### src/rtl/warp_dispatcher_pkg.sv
// Shared types, constants and a rotating priority picker for the warp dispatch path.
package warp_dispatcher_pkg;

  localparam int NUM_SIMD_CORES      = 4;
  localparam int CORE_IDX_W          = (NUM_SIMD_CORES > 1) ? $clog2(NUM_SIMD_CORES) : 1;
  localparam int WARP_ID_W           = 4;
  localparam int DISPATCH_FIFO_DEPTH = 4;

  // Idle marker on finished_warp_id; the scheduler never issues this id.
  localparam logic [WARP_ID_W-1:0] NO_WARP = 4'hF;

  // Kernel packet issued by warp_scheduler. The dispatcher only looks at
  // warp_id; every other field travels to the core untouched.
  typedef struct packed {
    logic [WARP_ID_W-1:0] warp_id;
    logic [31:0]          start_pc;
    logic [15:0]          thread_mask;
    logic [7:0]           num_regs;
  } kernel_t;

  // Result of a priority search over the cores.
  typedef struct packed {
    logic                  found;
    logic [CORE_IDX_W-1:0] idx;
  } pick_t;

  // First set bit of req, searching upward from start and wrapping around.
  // start = 0 gives a plain lowest-index pick.
  function automatic pick_t pick_from(input logic [NUM_SIMD_CORES-1:0] req,
                                      input logic [CORE_IDX_W-1:0]     start);
    pick_t res;
    int    pos;
    logic  hit;
    res = '0;
    for (int i = 0; i < NUM_SIMD_CORES; i++) begin
      pos       = (int'(start) + i) % NUM_SIMD_CORES;
      hit       = req[pos] && !res.found;
      res.idx   = hit ? pos[CORE_IDX_W-1:0] : res.idx;
      res.found = res.found | req[pos];
    end
    return res;
  endfunction

endpackage

### src/rtl/warp_dispatcher_fifo.sv
// Synchronous kernel buffer. A pop in the same cycle frees a slot for a push,
// so a full buffer still accepts a kernel while it drains one.
module kernel_fifo
  import warp_dispatcher_pkg::*;
#(
  parameter  int DEPTH = DISPATCH_FIFO_DEPTH,
  localparam int PTR_W = (DEPTH > 1) ? $clog2(DEPTH) : 1,
  localparam int CNT_W = PTR_W + 1
) (
  input  logic             clk,
  input  logic             rst,
  input  logic             push,
  input  kernel_t          din,
  input  logic             pop,
  output kernel_t          dout,
  output logic             full,
  output logic             empty,
  output logic [CNT_W-1:0] count
);

  kernel_t          mem [DEPTH];
  logic [PTR_W-1:0] wr_ptr;
  logic [PTR_W-1:0] rd_ptr;
  logic             do_push;
  logic             do_pop;
  logic [CNT_W-1:0] count_next;

  assign dout = mem[rd_ptr];

  // Qualify requests against occupancy and work out the next fill level.
  always_comb begin
    do_pop  = pop && !empty;
    do_push = push && (!full || do_pop);
    case ({do_push, do_pop})
      2'b10:   count_next = count + CNT_W'(1);
      2'b01:   count_next = count - CNT_W'(1);
      default: count_next = count;
    endcase
  end

  // Pointers, fill level and registered full/empty flags.
  always_ff @(posedge clk) begin
    if (rst) begin
      wr_ptr <= PTR_W'(0);
      rd_ptr <= PTR_W'(0);
      count  <= CNT_W'(0);
      full   <= 1'b0;
      empty  <= 1'b1;
    end else begin
      if (do_push) begin
        wr_ptr <= wr_ptr + PTR_W'(1);
      end
      if (do_pop) begin
        rd_ptr <= rd_ptr + PTR_W'(1);
      end
      count <= count_next;
      full  <= (count_next == CNT_W'(DEPTH));
      empty <= (count_next == CNT_W'(0));
    end
  end

  // Storage array; contents need no reset since empty gates every read.
  always_ff @(posedge clk) begin
    if (do_push) begin
      mem[wr_ptr] <= din;
    end
  end

endmodule

### src/rtl/warp_dispatcher.sv
// Buffers kernels from warp_scheduler, hands each to the lowest free SIMD core,
// and returns completed warp ids one per cycle through a round-robin arbiter.
module warp_dispatcher
  import warp_dispatcher_pkg::*;
#(
  parameter int FIFO_DEPTH = DISPATCH_FIFO_DEPTH
) (
  input  logic                             clk,
  input  logic                             rst,
  input  logic                             valid_kernel,
  input  kernel_t                          kernel_in,
  output logic    [NUM_SIMD_CORES-1:0]     core_start,
  output kernel_t [NUM_SIMD_CORES-1:0]     core_kernel,
  input  logic    [NUM_SIMD_CORES-1:0]     core_done,
  output logic    [WARP_ID_W-1:0]          finished_warp_id,
  output logic    [NUM_SIMD_CORES-1:0]     busy_mask,
  output logic                             fifo_full,
  output logic                             overflow,
  output logic                             all_idle
);

  localparam int FIFO_CNT_W = ((FIFO_DEPTH > 1) ? $clog2(FIFO_DEPTH) : 1) + 1;

  // Per-core bookkeeping: busy = running, pend = finished but not yet reported.
  logic [NUM_SIMD_CORES-1:0] busy;
  logic [NUM_SIMD_CORES-1:0] pend;
  logic [CORE_IDX_W-1:0]     ptr;

  logic [NUM_SIMD_CORES-1:0] free;
  logic [NUM_SIMD_CORES-1:0] done_cap;
  logic [NUM_SIMD_CORES-1:0] disp_hot;
  logic [NUM_SIMD_CORES-1:0] rep_hot;
  logic [NUM_SIMD_CORES-1:0] busy_next;
  logic [NUM_SIMD_CORES-1:0] pend_next;
  logic [CORE_IDX_W-1:0]     ptr_next;
  logic [WARP_ID_W-1:0]      fin_next;
  pick_t                     disp_pick;
  pick_t                     rep_pick;
  logic                      fifo_pop;
  logic                      drop;

  kernel_t                   fifo_dout;
  logic                      fifo_empty;
  logic [FIFO_CNT_W-1:0]     fifo_count;

  kernel_fifo #(
    .DEPTH (FIFO_DEPTH)
  ) u_fifo (
    .clk   (clk),
    .rst   (rst),
    .push  (valid_kernel),
    .din   (kernel_in),
    .pop   (fifo_pop),
    .dout  (fifo_dout),
    .full  (fifo_full),
    .empty (fifo_empty),
    .count (fifo_count)
  );

  // Dispatch choice, done capture and report arbitration for this cycle.
  always_comb begin
    free      = ~(busy | pend);
    disp_pick = pick_from(free, CORE_IDX_W'(0));
    fifo_pop  = !fifo_empty && disp_pick.found;
    // The buffer takes the kernel unless it is full and nothing drains this cycle.
    drop      = valid_kernel && fifo_full && !fifo_pop;
    // A done pulse from an idle core carries no meaning and is discarded.
    done_cap  = core_done & busy;
    rep_pick  = pick_from(pend, ptr);

    disp_hot = {NUM_SIMD_CORES{1'b0}};
    rep_hot  = {NUM_SIMD_CORES{1'b0}};
    for (int c = 0; c < NUM_SIMD_CORES; c++) begin
      disp_hot[c] = fifo_pop && (disp_pick.idx == CORE_IDX_W'(c));
      rep_hot[c]  = rep_pick.found && (rep_pick.idx == CORE_IDX_W'(c));
    end

    // Dispatch targets free cores and done targets busy ones, so the set and
    // clear terms below never touch the same bit.
    busy_next = (busy & ~done_cap) | disp_hot;
    pend_next = (pend | done_cap) & ~rep_hot;

    if (rep_pick.found) begin
      // The core keeps its latched kernel until reported, so warp_id is still valid.
      fin_next = core_kernel[rep_pick.idx].warp_id;
      ptr_next = (rep_pick.idx == CORE_IDX_W'(NUM_SIMD_CORES - 1)) ?
                 CORE_IDX_W'(0) : rep_pick.idx + CORE_IDX_W'(1);
    end else begin
      fin_next = NO_WARP;
      ptr_next = ptr;
    end
  end

  // Core state, arbiter pointer and registered status outputs.
  always_ff @(posedge clk) begin
    if (rst) begin
      busy             <= {NUM_SIMD_CORES{1'b0}};
      pend             <= {NUM_SIMD_CORES{1'b0}};
      ptr              <= CORE_IDX_W'(0);
      core_start       <= {NUM_SIMD_CORES{1'b0}};
      finished_warp_id <= NO_WARP;
      busy_mask        <= {NUM_SIMD_CORES{1'b0}};
      overflow         <= 1'b0;
    end else begin
      busy             <= busy_next;
      pend             <= pend_next;
      ptr              <= ptr_next;
      core_start       <= disp_hot;
      finished_warp_id <= fin_next;
      busy_mask        <= busy_next | pend_next;
      overflow         <= overflow | drop;
    end
  end

  // Latch the popped kernel into the chosen core; it stays put while busy.
  always_ff @(posedge clk) begin
    if (rst) begin
      core_kernel <= '0;
    end else begin
      for (int c = 0; c < NUM_SIMD_CORES; c++) begin
        if (disp_hot[c]) begin
          core_kernel[c] <= fifo_dout;
        end
      end
    end
  end

  assign all_idle = (fifo_count == FIFO_CNT_W'(0)) && (busy_mask == {NUM_SIMD_CORES{1'b0}});

endmodule

### config.mk
export PLATFORM = sky130hd
export DESIGN_NAME = warp_dispatcher
export DESIGN_NICKNAME = d
export VERILOG_FILES = /design/src/rtl/warp_dispatcher_pkg.sv /design/src/rtl/warp_dispatcher_fifo.sv /design/src/rtl/warp_dispatcher.sv
export SDC_FILE = /design/constraint.sdc
export NUM_CORES = 1
export LEC_CHECK = 0
export CORE_AREA = 2 2 251 253
export CTS_CLUSTER_SIZE = 25
export DETAILED_ROUTE_END_ITERATION = 7
export DIE_AREA = 0 0 253 255
export GPL_TIMING_DRIVEN = 0
export REMOVE_ABC_BUFFERS = 1
export SETUP_SLACK_MARGIN = 0.4
export SLEW_MARGIN = 20
export SYNTH_ARGS = -nofsm -noshare
export SYNTH_HDL_FRONTEND = slang
export SYNTH_SLANG_ARGS = --single-unit
### constraint.sdc
create_clock -name clk -period 2.95 [get_ports clk]
set_clock_uncertainty 0.2 [all_clocks]
set_input_delay 0.59 -clock clk [delete_from_list [all_inputs] [get_ports clk]]
set_output_delay 0.59 -clock clk [all_outputs]
set_load 0.005 [all_outputs]
==> results of run 1 <==
==> final cells by class <==
type	count	area share, %
Multi-Input combinational cell	895	21.4
Inverter	12	0.182
Timing Repair Buffer	371	15.5
Tap cell	799	4.04
Antenna cell	2	0.0202
Clock inverter	30	1.08
Sequential cell	514	51.4
Clock buffer	72	6.41
==> metal layers <==
metal  wire, µm  part of all wire (%)  track usage (%)  up-vias
li1           -                     -                -     5955
met1      20500                    41             18.4     6251
met2      25000                    50             25.1      370
met3       3030                   6.0             3.52       90
met4       1550                   3.1             5.27        2
met5         12                 0.024                0        -
==> what timing repair did <==
action	CTS	global route
setup endpoints to repair	156	65
cloned	0	3
buffers inserted	10	4
gates resized for setup	27	5
hold endpoints to repair	0	0
pin swaps	6	7
==> where the power goes <==
group,internal [W],switching [W],leakage [nW]
Clock,0.00414,0.00282,0.929
Sequential,0.00829,0.000415,4.43
Combinational,0.00223,0.00252,2.74
==> layout by cell type (no fill, tap or decap), drive strengths merged, types with 14 or more instances in the layout <==
cell	count
dfxtp	274
a21oi	254
nor2	18
nand2	484
clkdlybuf4s50	319
clkinv	23
inv	14
clkbuf	72
mux4	60
edfxtp	240
buf	52
==> metrics by stage <==
stage	area (µm²)	setup slack, ns	util (%)	power, W	hold WS (ns)
5_1_grt	24800	0.315	39.8	0.0214	0.0801
3_3_place_gp	22100	-6.89	35.6	0.0128	0.243
2_1_floorplan	17900	-1.17	-	0.0112	0.247
6_report	24800	0.437	39.8	0.0204	0.119
3_5_place_dp	22700	0.0353	36.5	0.0136	0.246
4_1_cts	24700	0.314	39.7	0.0207	0.0667
==> sequential cells by signal, indices dropped and copies added, names as in the netlist, 2 cells and up, named ones only <==
| name | count |
|---|---|
| core_kernel | 240 |
| finished_warp_id | 4 |
| busy_mask | 4 |
| u_fifo.wr_ptr | 2 |
| core_start | 4 |
| ptr | 2 |
| busy | 4 |
| u_fifo.count | 3 |
| pend | 4 |
| u_fifo.rd_ptr | 2 |
| u_fifo.mem | 240 |
==> critical path, delay by kind of cell, from the launching register on <==
kind / cells / cell delay (ns)
buffers and inverters: 1 / 0.16
and+or+nand+nor: 2 / 0.65
DFF: 1 / 0.34
==> worst max-delay path by stage <==
stage / end / slack, ns
after CTS: all_idle / 0.31
after global placement: finished_warp_id[1]$_SDFF_PP1_ / -6.89
after global routing: all_idle / 0.32
after detailed placement: u_fifo.full$_SDFF_PP0_ / 0.04
after floorplan: core_kernel[100]$_SDFFE_PP0P_ / -1.17
final: all_idle / 0.44
==> cells by family after synthesis <==
family	count (synthesis)	share of synthesized area, %
adders and majority gates	10	0.722
DFF	514	69.1
AOI/OAI and AO/OA	273	7.86
and+or+nand+nor	534	11.5
xor gates and xnor gates	6	0.286
buffers and inverters	112	2.74
muxes	69	7.85
==> flow_metrics.env, run 1 <==
export IMPL_cts_buffer_depth=3
export IMPL_critPathSlowestCell="or4_1"
export IMPL_hold_class="in -> reg"
export IMPL_vias=12700
export IMPL_critPathMaxStageDelay_ns=0.49
export IMPL_grt_pass1_vias=12600
export IMPL_synth_top_cell_by_area="edfxtp_1"
export IMPL_grt_overflow=0
export IMPL_required_ns=2.16
export IMPL_vias_per_cell=4.70
export IMPL_numCtsBuffers=55
export IMPL_multi_input_area_um2=5290
export IMPL_finalCritPeriodShare_pct=85.2
export IMPL_synthTopCellsByCount="nand2_1, dfxtp_1, a21oi_1"
export IMPL_fin_nets=1926
export IMPL_min_to="core_kernel[202]$_SDFFE_PP0P_"
export IMPL_cts_clk_slew_worst_paths_ns=0.06
export IMPL_antenna_found_initial=3
export IMPL_p_leak_nw=8.10
export IMPL_start_util_pct=29.6
export IMPL_totalNegativeSetupSlack_ns=0
export IMPL_synth_top_cell_area_share_pct=39.2
export IMPL_rr_startpoint="pend[2]$_SDFF_PP0_"
export IMPL_dp_cells=2574
export IMPL_chipWidth_um=253
export IMPL_syn_inst=1518
export IMPL_critPathArrivalTime_ns=1.72
export IMPL_synth_area_top_cells="edfxtp_1, dfxtp_1, nand2_1"
export IMPL_cts_root_buf="clkbuf_16"
export IMPL_min_from="rst"
export IMPL_post_route_min_period_ns=2.51
export IMPL_max_clock_freq_ghz=0.398
export IMPL_n_fill_cell=5884
export IMPL_synth_yosys_seq_area_share_pct=69.1
export IMPL_hold_viol_final=0
export IMPL_slew_viol_final=0
export IMPL_wl_per_cell_um=18.6
export IMPL_grt_max_degree=121
export IMPL_cts_tree="built"
export IMPL_cts_max_level=2
export IMPL_wirelength_um=50100
export IMPL_ys_ff_latch=514
export IMPL_worstPathCellList="or4_1, nor4_1, buf_2"
export IMPL_layout_drive_gt1_share_pct=13.0
export IMPL_rrSetupSlack_ns=0.46
export IMPL_fin_cells=2695
export IMPL_clock_latency_ns=0.58
export IMPL_path_class="reg -> out"
export IMPL_core_area_um2=62200
export IMPL_finalSetupViolCount=0
export IMPL_drtAntennaViolNets=0
export IMPL_die_h_um=255
export IMPL_postSynth_asyncResetShare_pct=0
export IMPL_powerDensity_nw_per_um2=824
export IMPL_pin_count=322
export IMPL_die_area_um2=64500
export IMPL_drc_errors=0
export IMPL_synth_edf_count=240
export IMPL_globalplace_congestion=0.748
export IMPL_synthFlopType="dfxtp_1"
export IMPL_crit_path_start_kind="register"
export IMPL_synth_area_um2=18400
export IMPL_drv_cap=0
export IMPL_cts_hold_buf=0
export IMPL_crit_start="u_fifo.count[0]$_SDFF_PP0_"
export IMPL_yosysMostFrequentCell="nand2_1"
export IMPL_regToRegEndpoint="u_fifo.mem[3][18]$_DFFE_PP_"
export IMPL_rsz0062_at_grt="yes"
export IMPL_crit_fanout=2
export IMPL_ir_worst_vdd_uv=483
export IMPL_numPortBuffers=321
export IMPL_syn_area_per_cell_um2=12.1
export IMPL_rows=92
export IMPL_end_kind="output pin"
export IMPL_drt_iter0_drc=669
export IMPL_status="finished, final reports clean"
export IMPL_ff_latch_area_um2=12700
export IMPL_worstMarginPinSlew_ns=0.743
export IMPL_grt_usage_pct=14.8
export IMPL_syn2layout_area_growth_pct=34.8
export IMPL_hpwlAfterDp_um=33100
export IMPL_grt_pass1_wl_um=73800
export IMPL_drtPass1Iterations=5
export IMPL_slew_headroom_pct=50.2
export IMPL_cts_num_sinks=514
export IMPL_min_path_cells=2
export IMPL_ys_types=41
export IMPL_yosysWarnings=0
export IMPL_rr_worst_depth=6
Note: power is estimated with default switching activity, not from simulation.
==> run 2: changes to the inputs <==
--- a/config.mk
+++ b/config.mk
@@ -5,14 +5,16 @@
 export SDC_FILE = /design/constraint.sdc
 export NUM_CORES = 1
 export LEC_CHECK = 0
-export CORE_AREA = 2 2 251 253
+export CORE_AREA = 2 2 256 258
 export CTS_CLUSTER_SIZE = 25
 export DETAILED_ROUTE_END_ITERATION = 7
-export DIE_AREA = 0 0 253 255
+export DIE_AREA = 0 0 258 260
 export GPL_TIMING_DRIVEN = 0
+export PLACE_DENSITY_LB_ADDON = 0.08
 export REMOVE_ABC_BUFFERS = 1
 export SETUP_SLACK_MARGIN = 0.4
 export SLEW_MARGIN = 20
 export SYNTH_ARGS = -nofsm -noshare
 export SYNTH_HDL_FRONTEND = slang
+export SYNTH_HIERARCHICAL = 1
 export SYNTH_SLANG_ARGS = --single-unit
==> run 2 against run 1 <==
Via count up 0.72%. Critical endpoint is now u_fifo/empty$_SDFF_PP1_. Combinational power decreased by 8.6%. Sequential share of layout area down 0.99 points. Routed wire length increased by 9.5%. Critical path type is now reg -> reg.
==> flow_metrics.env, run 2 <==
export IMPL_synth_top_family_by_area="simple AND/OR/NAND/NOR gates"
export IMPL_grt_overflow=0
export IMPL_topRoutingLayerUsed="met5"
export IMPL_yosysWarnings=6
export IMPL_grt_usage_pct=16.0
export IMPL_pin_count=322
export IMPL_hold_ws_ns=0.165
export IMPL_rsz0062_at_grt="yes"
export IMPL_critPathArrivalTime_ns=3.11
export IMPL_synth_mux_area_share_pct=7.96
export IMPL_cts_tree="built"
export IMPL_post_route_min_period_ns=2.83
export IMPL_rows=93
export IMPL_cts_clk_slew_worst_paths_ns=0.06
export IMPL_synth_edf_count=240
export IMPL_internal_power_w=0.0143
export IMPL_rrSetupSlack_ns=0.12
export IMPL_cts_max_level=2
export IMPL_syn2layout_area_growth_pct=36.3
export IMPL_grt_pass1_vias=12900
export IMPL_drt_iter0_drc=642
export IMPL_n_fill_cell=6148
export IMPL_status="finished, final reports clean"
export IMPL_critPathSlowestCell="or4_4"
export IMPL_clock_latency_ns=0.59
export IMPL_hold_viol_final=0
export IMPL_worstMarginPinSlew_ns=0.920
export IMPL_synth_area_top_cells="edfxtp_1, dfxtp_1, nand2_1"
export IMPL_synth_yosys_seq_area_share_pct=68.5
export IMPL_globalplace_congestion=0.719
export IMPL_start_util_pct=28.9
export IMPL_core_area_um2=64100
export IMPL_finalSetupViolCount=0
export IMPL_combPwrFrac_pct=21.9
export IMPL_synth_area_um2=18500
export IMPL_end_kind="register"
export IMPL_p_sw_w=0.00550
export IMPL_synth_xor_area_share_pct=0.189
export IMPL_min_path_cells=2
export IMPL_fin_nets=1969
export IMPL_hold_class="in -> reg"
export IMPL_multi_input_area_um2=5430
export IMPL_max_clock_freq_ghz=0.353
export IMPL_yosysMostFrequentCell="nand2_1"
export IMPL_postLayoutCoreUtil_pct=39.4
export IMPL_layout_common_cells="nand2_1, clkdlybuf4s50_1, dfxtp_1, a21oi_1, edfxtp_1"
export IMPL_power_total_w=0.0198
export IMPL_synth_compound_area_share_pct=7.63
export IMPL_path_class="reg -> reg"
export IMPL_switching_share_pct=27.8
export IMPL_synthFlopType="dfxtp_1"
export IMPL_crit_path_start_kind="register"
export IMPL_ys_ff_latch=514
export IMPL_route_met2_wl_um=27100
export IMPL_critPathMaxStageDelay_ns=0.43
export IMPL_powerDensity_nw_per_um2=783
export IMPL_chipWidth_um=258
export IMPL_vias=12800
export IMPL_rr_startpoint="pend[1]$_SDFF_PP0_"
export IMPL_syn_inst=1535
export IMPL_drc_errors=0
export IMPL_layout_drive_gt1_share_pct=13.7
export IMPL_wl_per_cell_um=19.6
export IMPL_die_h_um=260
export IMPL_drtPass1Iterations=5
export IMPL_numCtsBuffers=57
export IMPL_required_ns=3.23
export IMPL_cts_buffer_depth=3
export IMPL_p_leak_nw=8.25
export IMPL_synthAdderAreaFrac_pct=0.513
export IMPL_finalCritPeriodShare_pct=96.0
export IMPL_hpwlAfterDp_um=35500
export IMPL_worstPathCellList="nor2_4, nor4_4, nor2_1, nor2b_4, o21a_4, inv_2, ha_4, inv_2, fa_2, xor2_2, or4_4, o311a_1"
export IMPL_layout_commonest_cell="nand2_1"
export IMPL_reg_top3="core_kernel x240, u_fifo/mem x240"
export IMPL_synth_simple_area_share_pct=12.0
export IMPL_crit_top_cell="inv_2"
export IMPL_wl_met3_um=3110
export IMPL_ff_latch_area_um2=12700
export IMPL_vias_per_cell=4.56
export IMPL_synth_top_cell_by_area="edfxtp_1"
export IMPL_die_area_um2=67100
export IMPL_wl_met1_um=23500
export IMPL_slew_viol_final=0
export IMPL_ir_worst_vdd_uv=391
export IMPL_crit_fanout=3
export IMPL_numPortBuffers=321
export IMPL_slew_headroom_pct=38.2
export IMPL_cts_num_sinks=514
export IMPL_drtAntennaViolNets=0
export IMPL_min_from="rst"
export IMPL_pwr_share_seq_pct=43.5
export IMPL_postSynth_asyncResetShare_pct=0
export IMPL_synthTopCellsByCount="nand2_1, dfxtp_1, a21oi_1"
export IMPL_rr_worst_depth=12
export IMPL_regToRegEndpoint="u_fifo/empty$_SDFF_PP1_"
export IMPL_crit_start="pend[1]$_SDFF_PP0_"
export IMPL_cts_root_buf="clkbuf_16"
export IMPL_wirelength_um=54900
export IMPL_syn_area_per_cell_um2=12.1
export IMPL_antenna_found_initial=3
export IMPL_drv_cap=0
export IMPL_grt_pass1_wl_um=81900
export IMPL_grt_max_degree=118
export IMPL_ys_types=49
export IMPL_cts_hold_buf=0
export IMPL_synth_top_cell_area_share_pct=38.9
export IMPL_clkPwrFrac_pct=34.6
==> run 2: critical path: cells and delay by family, from the launching register on <==
family,cells,cell delay [ns]
flops,1,0.37
simple gates,5,1.08
compound gates,2,0.34
xor+xnor,1,0.16
buf+inv,2,0.09
fa+ha+maj,2,0.47
==> run 2: final cells by class <==
cell class                 count  area share (%)
sequential                   514            50.4
multi-input combinational    914            21.5
timing repair buffer         397            16.5
clock buffer                  81            6.45
tap                          855            4.24
clock inverter                26           0.694
inverter                      11           0.164
antenna                        1         0.00991
==> run 2: cell families after synthesis <==
group,Yosys count
compound gates,274
xor+xnor,4
fa+ha+maj,7
buf+inv,111
flops,514
mux,72
simple gates,553
==> run 2: power groups by stage <==
stage	Clock (W)	Combinational [W]	Sequential, W
after floorplan	0	0.00179	0.00879
after global placement	0	0.00337	0.00883
after detailed placement	0	0.00409	0.00875
after CTS	0.00709	0.00433	0.00860
after global routing	0.00734	0.00474	0.00868
final	0.00684	0.00434	0.00859
==> run 2: worst max path at each step <==
stage          slack, ns                        endpoint
6_report            0.12         u_fifo/empty$_SDFF_PP1_
3_3_place_gp       -8.37  finished_warp_id[3]$_SDFF_PP1_
2_1_floorplan      -0.99     core_kernel[0]$_SDFFE_PP0P_
3_5_place_dp       -0.80         u_fifo/empty$_SDFF_PP1_
4_1_cts             0.14     u_fifo/mem[1][49]$_DFFE_PP_
5_1_grt             0.04         u_fifo/empty$_SDFF_PP1_
==> run 2: per-layer routing <==
metal | vias to the layer above | GRT usage [%]
li1 | 6075 | -
met1 | 6295 | 20.3
met2 | 312 | 27.3
met3 | 73 | 3.84
met4 | 4 | 4.32
met5 | - | 0
==> run 2: through the flow <==
| step | setup slack, ns | area (µm²) | TNS, ns | instances |
|---|---|---|---|---|
| final | 0.117 | 25200 | 0 | 2799 |
| after floorplan | -0.988 | 18000 | -295.83 | 1435 |
| after CTS | 0.136 | 25100 | 0 | 2791 |
| after global placement | -8.37 | 22300 | -2251.62 | 2611 |
| after detailed placement | -0.803 | 23000 | -42.72 | 2655 |
| after global routing | 0.0410 | 25200 | 0 | 2798 |
==> run 2: repair_timing <==
action | CTS | global route
setup buffers | 27 | 5
gates cloned | 2 | 2
setup endpoints to repair | 306 | 177
pin swaps | 14 | 9
gates resized for setup | 42 | 17
==> run 3: changes to the inputs <==
--- a/config.mk
+++ b/config.mk
@@ -11,7 +11,6 @@
 export DIE_AREA = 0 0 258 260
 export GPL_TIMING_DRIVEN = 0
 export PLACE_DENSITY_LB_ADDON = 0.08
-export REMOVE_ABC_BUFFERS = 1
 export SETUP_SLACK_MARGIN = 0.4
 export SLEW_MARGIN = 20
 export SYNTH_ARGS = -nofsm -noshare
==> run 3 against run 2 <==
Critical path depth up 1. Clock-buffer cell count up 10. Register-to-register slack worse by 0.03 ns. Critical path type unchanged. Hold slack better by 0.087 ns. Non-clock buffer count up 71. First-iteration DRC count up 31%. Sequential power down 0.6%. Final cell count up 2.6%. Die area unchanged. Sequential share of layout area down 0.75 points.
==> flow_metrics.env, run 3 (synthesized netlist as in run 2, its figures left out) <==
export IMPL_status="finished, final reports clean"
export IMPL_die_area_um2=67100
export IMPL_crit_path_start_kind="register"
export IMPL_grt_max_degree=32
export IMPL_required_ns=3.24
export IMPL_path_buf_inv=3
export IMPL_vias_per_cell=4.59
export IMPL_cts_num_sinks=514
export IMPL_grt_pass1_wl_um=90600
export IMPL_drtPass1Iterations=5
export IMPL_rrSetupSlack_ns=0.09
export IMPL_grt_usage_pct=18.5
export IMPL_reg_top3="core_kernel x240, u_fifo/mem x240"
export IMPL_globalplace_congestion=0.768
export IMPL_fin_nets=2040
export IMPL_worstPathCellList="buf_8, nor2_4, nor4_4, nor2_2, nor2b_4, o21a_4, inv_2, ha_4, inv_2, fa_2, xor2_2, or4_4, o311a_1"
export IMPL_end_kind="register"
export IMPL_grt_pass1_vias=13200
export IMPL_core_area_um2=64100
export IMPL_drc_errors=0
export IMPL_cts_tree="built"
export IMPL_powerDensity_nw_per_um2=798
export IMPL_rsz0062_at_grt="yes"
export IMPL_numCtsBuffers=57
export IMPL_critPathMaxStageDelay_ns=0.45
export IMPL_post_route_min_period_ns=2.86
export IMPL_pin_count=322
export IMPL_ir_worst_vdd_uv=400
export IMPL_finalSetupViolCount=0
export IMPL_layout_common_cells="nand2_1, clkdlybuf4s50_1, dfxtp_1, a21oi_1, edfxtp_1"
export IMPL_cts_hold_buf=0
export IMPL_cts_root_buf="clkbuf_16"
export IMPL_hpwlAfterDp_um=43600
export IMPL_drt_iter0_drc=841
export IMPL_grt_overflow=0
export IMPL_max_clock_freq_ghz=0.350
export IMPL_crit_top_cell="inv_2"
export IMPL_vias=13200
export IMPL_p_leak_nw=8.40
export IMPL_drtAntennaViolNets=0
export IMPL_cts_clk_slew_worst_paths_ns=0.06
export IMPL_path_class="reg -> reg"
export IMPL_wl_per_cell_um=22.0
export IMPL_synth_nets=1609
export IMPL_die_h_um=260
export IMPL_critPathSlowestCell="or4_4"
export IMPL_totalNegativeSetupSlack_ns=0
export IMPL_cts_buffer_depth=3
export IMPL_critPathArrivalTime_ns=3.15
export IMPL_layout_commonest_cell="nand2_1"
export IMPL_chipWidth_um=258
export IMPL_drv_cap=0
export IMPL_worstMarginPinSlew_ns=0.740
export IMPL_slew_viol_final=0
export IMPL_finalCritPeriodShare_pct=96.9
export IMPL_power_total_w=0.0204
export IMPL_wirelength_um=63200
export IMPL_syn2layout_area_growth_pct=38.1
export IMPL_cts_max_level=2
export IMPL_rows=93
export IMPL_clock_latency_ns=0.60
export IMPL_path_delay_family="simple AND/OR/NAND/NOR gates"
export IMPL_crit_fanout=3
export IMPL_numPortBuffers=321
export IMPL_hold_viol_final=0
export IMPL_layout_drive_gt1_share_pct=13.9
export IMPL_slew_headroom_pct=50.3
export IMPL_hold_class="reg -> reg"
export IMPL_start_util_pct=28.9
export IMPL_antenna_found_initial=6
-- run 3: cell types whose count changed in the layout (fill, tap and decap cells not counted), moves of 5 or more --
cell       before  now
buf_12          6   13
buf_16          8    3
buf_2           1   14
buf_4          30   21
buf_6          26   20
clkbuf_1       15   76
clkbuf_16      59   64
clkbuf_2        0    9
clkbuf_8        7   14
clkinv_1       12    6
dfxtp_4         9    2
-- run 3: cell type report --
cell class	count	area, µm²
repair buffers	368	3800
fillers	6115	38500
clock buffers	91	1790
diodes	1	2.50
multi-input cells	914	5440
inverters	11	41.3
plain buffers	100	598
well taps	855	1070
flip-flops and latches	514	12700
clock inverters	17	133
-- run 3: path summary, 6_finish.rpt --
kind	from	endpoint	cells after the start
hold reg to reg	core_kernel[223]$_SDFFE_PP0P_	core_kernel[223]$_SDFFE_PP0P_	2
hold / removal	core_kernel[223]$_SDFFE_PP0P_	core_kernel[223]$_SDFFE_PP0P_	2
setup / recovery	pend[3]$_SDFF_PP0_	u_fifo/empty$_SDFF_PP1_	13
setup reg to reg	pend[3]$_SDFF_PP0_	u_fifo/empty$_SDFF_PP1_	13
-- run 3: per-layer routing --
| metal | GRT usage (%) | up-vias | share of wire, % |
|---|---|---|---|
| met2 | 30.7 | 316 | 48 |
| met5 | 0 | - | 0.047 |
| met1 | 24.4 | 6537 | 45 |
| li1 | - | 6235 | - |
| met4 | 4.53 | 4 | 2.0 |
| met3 | 4.19 | 85 | 5.5 |
-- run 3: stage by stage --
step / std cells / hold slack (ns) / utilization (%) / setup slack [ns] / area [µm²]
floorplan: 1535 / 0.242 / - / 0.117 / 18600
global placement: 2711 / 0.243 / 35.7 / -0.777 / 22900
detailed placement: 2719 / 0.246 / 35.9 / -0.569 / 23000
CTS: 2860 / 0.254 / 39.5 / 0.106 / 25300
global route: 2871 / 0.269 / 39.9 / -0.0171 / 25600
finish: 2871 / 0.252 / 39.9 / 0.0904 / 25600
-- run 3: what timing repair did --
action / 4_1_cts / 5_1_grt
pin swaps: 9 / 9
resized for setup: 31 / 35
endpoints found under the hold margin: 0 / 0
setup endpoints to repair: 496 / 186
buffers inserted: 29 / 7
cloned: 4 / 3
-- run 3: worst register-to-register path, delay by kind of cell, from the launching register on --
kind	cells	cell delay, ns
compound gates	2	0.33
buf+inv	3	0.20
xor+xnor	1	0.17
flops	1	0.33
fa+ha+maj	2	0.49
simple gates	5	1.05
-- run 3: power breakdown --
part | internal, W | leakage, nW | switching [W]
registers | 0.00818 | 4.43 | 0.000362
logic | 0.00214 | 3.02 | 0.00255
clock network | 0.00431 | 0.950 | 0.00287
total | 0.0146 | 8.40 | 0.00577
